## src/rtl/udi_pkg.sv

```systemverilog
// Shared definitions for the squared-magnitude UDI datapath.
// Holds the function codes and the fixed operand/result widths.
package udi_pkg;

    localparam int UDI_OPW = 16;
    localparam int UDI_RW  = 32;

    typedef enum logic [2:0] {
        UDI_F_SUM       = 3'd0,
        UDI_F_SUMSH     = 3'd1,
        UDI_F_SQ        = 3'd2,
        UDI_F_THRWR     = 3'd3,
        UDI_F_CMP_SUM   = 3'd4,
        UDI_F_CMP_SUMSH = 3'd5,
        UDI_F_CMP_SQ    = 3'd6,
        UDI_F_RSVD      = 3'd7
    } udi_func_e;

endpackage

```

## src/rtl/udi_sq16.sv

```systemverilog
// Combinational 16-bit signed squarer with a 32-bit unsigned result.
// Ports: a (signed operand in), sq (a*a, at most 2^30, out).
module udi_sq16
    import udi_pkg::*;
(
    input  logic [UDI_OPW-1:0] a,
    output logic [UDI_RW-1:0]  sq
);

    logic signed [UDI_RW-1:0] prod;

    // Operands sign-extend to 32 bits from the assignment context.
    assign prod = $signed(a) * $signed(a);
    assign sq   = prod;

endmodule

```

## src/rtl/udi_sqmag_dp.sv

```systemverilog
// Two-stage squared-magnitude UDI datapath with a threshold register.
// Ports: UDI_gclk/UDI_greset (sync, active-high), UDI_gscanenable (unused),
//   dp_issue_e/dp_func_e/dp_rs_e/dp_rt_e (E-stage op), dp_kill_m (kills
//   stage 1), dp_stall_m, dp_rd_m/dp_rd_valid (result), dp_thr (threshold).
module udi_sqmag_dp
    import udi_pkg::*;
(
    input  logic               UDI_gclk,
    input  logic               UDI_greset,
    input  logic               UDI_gscanenable,
    input  logic               dp_issue_e,
    input  logic [2:0]         dp_func_e,
    input  logic [UDI_RW-1:0]  dp_rs_e,
    input  logic [UDI_OPW-1:0] dp_rt_e,
    input  logic               dp_kill_m,
    output logic               dp_stall_m,
    output logic [UDI_RW-1:0]  dp_rd_m,
    output logic               dp_rd_valid,
    output logic [UDI_RW-1:0]  dp_thr
);

    logic [UDI_RW-1:0] sq_s_e;
    logic [UDI_RW-1:0] sq_t_e;
    logic              issue_ok;

    logic              s1_valid;
    udi_func_e         s1_func;
    logic [UDI_RW-1:0] s1_sq_s;
    logic [UDI_RW-1:0] s1_sq_t;
    logic [UDI_RW-1:0] s1_thr_data;

    logic              s1_live;
    logic              s1_wr;
    logic              s1_cmp;
    logic [UDI_RW-1:0] sum;
    logic [UDI_RW-1:0] base;
    logic [UDI_RW-1:0] result;

    logic              unused_scan;
    assign unused_scan = UDI_gscanenable;

    udi_sq16 u_sq_s (
        .a  (dp_rs_e[31:16]),
        .sq (sq_s_e)
    );

    udi_sq16 u_sq_t (
        .a  (dp_rt_e),
        .sq (sq_t_e)
    );

    // Reserved code behaves as a bubble: it never enters stage 1.
    assign issue_ok = dp_issue_e && (dp_func_e != UDI_F_RSVD);

    // Stage 1 (M1)
    always_ff @(posedge UDI_gclk) begin
        if (UDI_greset) begin
            s1_valid <= 1'b0;
        end else begin
            s1_valid <= issue_ok;
        end
        if (issue_ok) begin
            s1_func     <= udi_func_e'(dp_func_e);
            s1_sq_s     <= sq_s_e;
            s1_sq_t     <= sq_t_e;
            s1_thr_data <= dp_rs_e;
        end
    end

    assign s1_live    = s1_valid && !dp_kill_m;
    assign s1_wr      = (s1_func == UDI_F_THRWR);
    assign dp_stall_m = s1_valid && !s1_wr && !dp_kill_m;

    // Squares are at most 2^30 each, so the 32-bit sum cannot overflow.
    assign sum = s1_sq_s + s1_sq_t;

    always_comb begin
        base   = '0;
        s1_cmp = 1'b0;
        unique case (s1_func)
            UDI_F_SUM:       base = sum;
            UDI_F_SUMSH:     base = sum >> 1;
            UDI_F_SQ:        base = s1_sq_s;
            UDI_F_CMP_SUM: begin
                base   = sum;
                s1_cmp = 1'b1;
            end
            UDI_F_CMP_SUMSH: begin
                base   = sum >> 1;
                s1_cmp = 1'b1;
            end
            UDI_F_CMP_SQ: begin
                base   = s1_sq_s;
                s1_cmp = 1'b1;
            end
            default:         base = '0;
        endcase
    end

    // Compare reads the threshold register as it stands this cycle, so a
    // THRWR still in stage 1 does not affect an older CMP.
    assign result = s1_cmp ? {31'd0, (base > dp_thr)} : base;

    // Stage 2 (M2)
    always_ff @(posedge UDI_gclk) begin
        if (UDI_greset) begin
            dp_rd_m     <= '0;
            dp_rd_valid <= 1'b0;
            dp_thr      <= '0;
        end else begin
            dp_rd_valid <= s1_live && !s1_wr;
            if (s1_live && !s1_wr) begin
                dp_rd_m <= result;
            end
            if (s1_live && s1_wr) begin
                dp_thr <= s1_thr_data;
            end
        end
    end

endmodule
```

## config.mk

```make
export PLATFORM = sky130hd
export DESIGN_NAME = udi_sqmag_dp
export DESIGN_NICKNAME = d
export VERILOG_FILES = /design/src/rtl/udi_pkg.sv /design/src/rtl/udi_sq16.sv /design/src/rtl/udi_sqmag_dp.sv
export SDC_FILE = /design/constraint.sdc
export NUM_CORES = 2
export LEC_CHECK = 0
export CORE_MARGIN = 2
export CORE_UTILIZATION = 25
export CTS_CLUSTER_SIZE = 8
export DETAILED_ROUTE_END_ITERATION = 10
export PLACE_DENSITY = 0.49
export SETUP_SLACK_MARGIN = 0.15
export SYNTH_ARGS = -nofsm -noshare
export SYNTH_HDL_FRONTEND = slang
export SYNTH_HIERARCHICAL = 1
export SYNTH_SLANG_ARGS = --single-unit
```

## constraint.sdc

```tcl
create_clock -name UDI_gclk -period 23.3 [get_ports UDI_gclk]
set_input_delay 5.825 -clock UDI_gclk [delete_from_list [all_inputs] [get_ports UDI_gclk]]
set_output_delay 5.825 -clock UDI_gclk [all_outputs]
set_load 0.02 [all_outputs]
```

Word-level counts from Yosys, hierarchy flattened
Cells that the tools add are included.
{"block": "totals", "mem_count": 0, "ramBits": 0, "latch_bits": 0, "input_bits": 56, "elab_cells": 35, "register_bits": 165, "output_inout_bits": 66, "mem_bits_ro": 0}
{"block": "op_classes", "add_sub_neg": 1, "div_mod_pow": 0, "n_shift": 0, "multipliers": 2, "reduce_logical": 13, "eq_ne": 7, "bitwise": 0, "n_mux": 3, "order_cmp": 1}
{"cell": "32-bit case mux with 3 select lines", "count": 1}
{"cell": "16-bit by 16-bit multiplier with 32-bit output", "count": 2}
{"cell": "32-bit adder", "count": 1}
{"cell": "32-bit greater-than comparator", "count": 1}
{"cell": "32-bit 2-to-1 mux", "count": 1}
{"cell": "3-bit == test (second input constant)", "count": 3}
{"cell": "3-bit by 2-bit == test with 1-bit output (second input constant)", "count": 2}
{"cell": "1-bit logical AND", "count": 6}
{"cell": "2-bit OR reduction", "count": 3}
{"cell": "3-bit by 1-bit == test with 1-bit output (second input constant)", "count": 1}
{"cell": "3-bit zero test", "count": 1}
{"cell": "3-bit inequality test (second input constant)", "count": 1}
{"cell": "3-bit OR reduction", "count": 1}
{"cell": "1-bit zero test", "count": 2}
{"cell": "1-bit 2-to-1 mux", "count": 1}

Longest topological paths before layout
{"block": "depth", "ltp_word": 5, "mapped_depth": 25, "mapped_depth_nobuf": 23}

Modules after synthesis
Netlist, hierarchy kept.
{"module": "udi_sq16 at u_sq_s", "seq_area_each_um2": 0.0, "instances": 1, "area_per_inst_um2": 9140.0, "cells_per_inst": 1034}
{"module": "udi_sq16 at u_sq_t", "seq_area_each_um2": 0.0, "instances": 1, "area_per_inst_um2": 8988.6, "cells_per_inst": 998}
{"module": "udi_sqmag_dp", "seq_area_each_um2": 4294.1, "instances": 1, "area_per_inst_um2": 8494.4, "cells_per_inst": 829}

Worst setup path before layout
No wires, ideal clock.
{"block": "synth_timing", "kind": "input to output", "from": "in dp_kill_m", "to": "out dp_stall_m", "cell_stages": 4, "arrival_ns": 6.622, "t_required_ns": 17.475, "setup_slack_ns": 10.853, "path_buffers": 1, "path_cell_list": "nand2b_1 -> or2_2 -> clkbuf_1 -> inv_1"}
{"block": "synth_via", "elab_chain_len": 2}
{"element": "from (decl)", "line_no": "udi_sqmag_dp.sv:15", "source": "input logic dp_kill_m,"}
{"element": "1-bit zero test", "line_no": "udi_sqmag_dp.sv:72", "source": "assign dp_stall_m = s1_valid && !s1_wr && !dp_kill_m;"}
{"element": "1-bit logical AND", "line_no": "udi_sqmag_dp.sv:72"}
{"element": "to (decl)", "line_no": "udi_sqmag_dp.sv:16", "source": "output logic dp_stall_m,"}
Every way passes these cells.

Final worst setup path
Same ends and word-level chain as after synthesis.

==> impl_metrics.ini <==
[synthesis]
syn_area_sq_um = 26600
ys_seq_area_share_pct = 16.1
synth_xor_area_share_pct = 3.84
synth_top_family_by_area = adder cells
ys_warn_count = 6
netlist_top_cells_area = fa_1 (35%), ha_1 (11%), edfxtp_1 (11%)
synth_cell_types = 84
synthAdderAreaFrac_pct = 46.5
ys_ff_latch = 165
synth_mux_area_share_pct = 0.493
avgSynthCellArea_sq_um = 9.31
synth-compound-area-share_pct = 10.6
synth_edf_count = 99
synthesis.nets = 3626
ys_dominant_reg_cell = edfxtp_1
synth_cells = 2861
yosys.area_share.simple_pct = 10.9
synth_top_cell_area_share_pct = 35.2
synth-async-reset-ratio_pct = 0
synth_top_cell_by_area = fa_1

[route]
vias_per_cell = 4.34
drtIter0Drc = 901
drt_first_pass_iters = 11
ant_nets = 0
detailroute.via_count = 18900
wire_per_inst_um = 15.3
routed_wl_um = 66700
route.detailed.drc = 22

[worst_setup_path]
worst-path-stages = 5
cp_top_family = buffers and inverters
cp.arrival_ns = 7.58
crit_chain = clkdlybuf4s50_1 -> nand2b_1 -> or2_2 -> inv_1 -> clkdlybuf4s50_1
rr_worst_depth = 21
crit_slowest_cell = clkdlybuf4s50_1
cpPeakStageDelay_ns = 0.63
worstPathRequired_ns = 17.48
crit_path_end_kind = output port
cpMostUsedCell = clkdlybuf4s50_1
start_kind = primary input
crit_type = primary input to output port
crit_buf_inv = 3
cp_max_fo = 10

[timing]
finClkSkew_ns = 0.0123
hold_ws_ns = 0.482
rsz0062_at_grt = no
maxSlewHeadroom_pct = 26.9
setup_violations = 0
fin_tns_setup_ns = 0
fin_crit_sh_pct = 57.6
worst_slew_pin_slew_ns = 1.09
final-hold-violation-count = 0
setup_slack_ns = 9.89
layout_min_cycle_time_ns = 13.41
drv_slew = 0
fmax_mhz = 74.6

[cts]
cts-root-buf = clkbuf_16
cts_buffers = 17
clk_pin_slew_ns = 0.07
insertion_delay_ns = 0.45
hold_buffers = 0
post_cts_resized = 0
clock_sinks = 165
htree_levels = 4
cts_tree = built
clock_path_buffers = 2
postCtsSetupRepairBufs = 0

[final_layout]
final_common_cell = inv_1
n_antenna_cell = 0
fin_nets = 3705
mostFrequentLayoutCells = inv_1 (719), fa_1 (468), nand2_1 (295)
syn2layout_area_growth_pct = 12.9
drive_above_1_share_pct = 3.66
nFillCells = 11300
fin_cells = 4344

[placement]
dp_cells = 4312
place.detailed.hpwl_um = 54600
portBuffers = 120
pre_cts_ws_ns = 9.89
gp_congestion = 0.849

[run_status]
run_status = complete, but fails checks
violations = DRC

[worst_hold_path]
hp-class = register to register
hold_depth = 1

[floorplanning]
fp.dieW_um = 330
die_y_um = 330
start_util_pct = 25.3
rows = 119
dieArea_sq_um = 109000
pin_count = 122
core_sq_um = 105000

[global_route]
grt_pass1_vias = 19800
antenna_found_initial = 0
grt.total_usage_pct = 12.6
grt_pass1_wl_um = 109000
overflow = 0
grt_max_degree = 65

[job]
max_cap_viol_count = 0
[worst paths after layout]
kind	from	to	slack (ns)
max reg2reg	s1_sq_s[0]$_DFFE_PP_	dp_rd_m[0]$_SDFFE_PP0P_	18.20
min	dp_rd_m[28]$_SDFFE_PP0P_	dp_rd_m[28]$_SDFFE_PP0P_	0.48
max	dp_kill_m	dp_stall_m	9.89
min reg2reg	dp_rd_m[28]$_SDFFE_PP0P_	dp_rd_m[28]$_SDFFE_PP0P_	0.48
[cells in the mapped netlist, types with 8 or more instances]
master,n
inv_1,719
fa_1,468
nand2_1,295
ha_1,241
a21oi_1,126
nor2_1,115
edfxtp_1,99
and2_1,96
xnor2_1,84
clkbuf_1,73
o21ai_0,71
dfxtp_1,66
a21o_1,36
xor2_1,31
nand3_1,26
a22o_1,22
and3_1,17
nand2b_1,17
nor2b_1,16
o21a_1,15
a31o_2,14
a211oi_1,13
a22oi_1,13
nand4_1,13
nor3_1,13
mux2i_1,12
a31oi_1,10
o21ai_1,9
o21bai_1,8
[metal layers]
metal  vias up  part of all wire [%]  global-route usage [%]
met5         -                     0                       0
met4         0                  0.68                    1.49
met3        33                   3.6                    1.07
met2       308                    49                    21.7
met1      9452                    47                    17.6
li1       9063                     -                       -
[flip-flops by register name, indices dropped and copies added, names as in the netlist]
| name | cells |
|---|---|
| s1_sq_s | 32 |
| dp_rd_m | 32 |
| dp_thr | 32 |
| dp_rd_valid | 1 |
| s1_sq_t | 32 |
| s1_func | 3 |
| s1_thr_data | 32 |
| s1_valid | 1 |
[kinds of logic after synthesis]
| kind of cell | count (synthesis) |
|---|---|
| buf+inv | 808 |
| fa+ha+maj | 709 |
| simple gates | 632 |
| compound gates | 416 |
| flops | 165 |
| xor+xnor | 116 |
| mux | 13 |
| other cells | 2 |
[stage by stage]
step / util, % / cell area (sq um)
final: 28.5 / 30000
after global placement: 27.9 / 29400
after global routing: 28.5 / 30000
after floorplan: - / 26600
after CTS: 28.5 / 30000
after detailed placement: 27.9 / 29400
[layout make-up]
class,instances,area [sq um],share of cell area [%]
clock buffers,18,429,1.43
clock inverters,14,185,0.616
inverters,721,2710,9.01
multi-input cells,1888,19300,64.2
flip-flops and latches,165,4290,14.3
well taps,1391,1740,5.79
repair buffers,147,1400,4.67
[worst register-to-register path, cell delays in order, from the launching register on]
cell	delay (ns)
edfxtp_1	0.49
ha_1	0.28
fa_1	0.40
a21o_1	0.21
a311o_1	0.42
a32oi_4	0.28
o2111ai_2	0.23
a41oi_2	0.29
xnor2_1	0.17
nor2_1	0.06
a21oi_1	0.34
o21ai_0	0.17
ha_1	0.32
nand4_1	0.10
nor2_1	0.16
nand2_1	0.10
nor3_1	0.35
nand4_1	0.13
a31oi_1	0.19
a211oi_1	0.11
nand2_1	0.10
o21ai_0	0.06
Power is left out: the tool's default activity adds up to more than one toggle a clock period on the data nets, which glitch-free logic cannot reach.
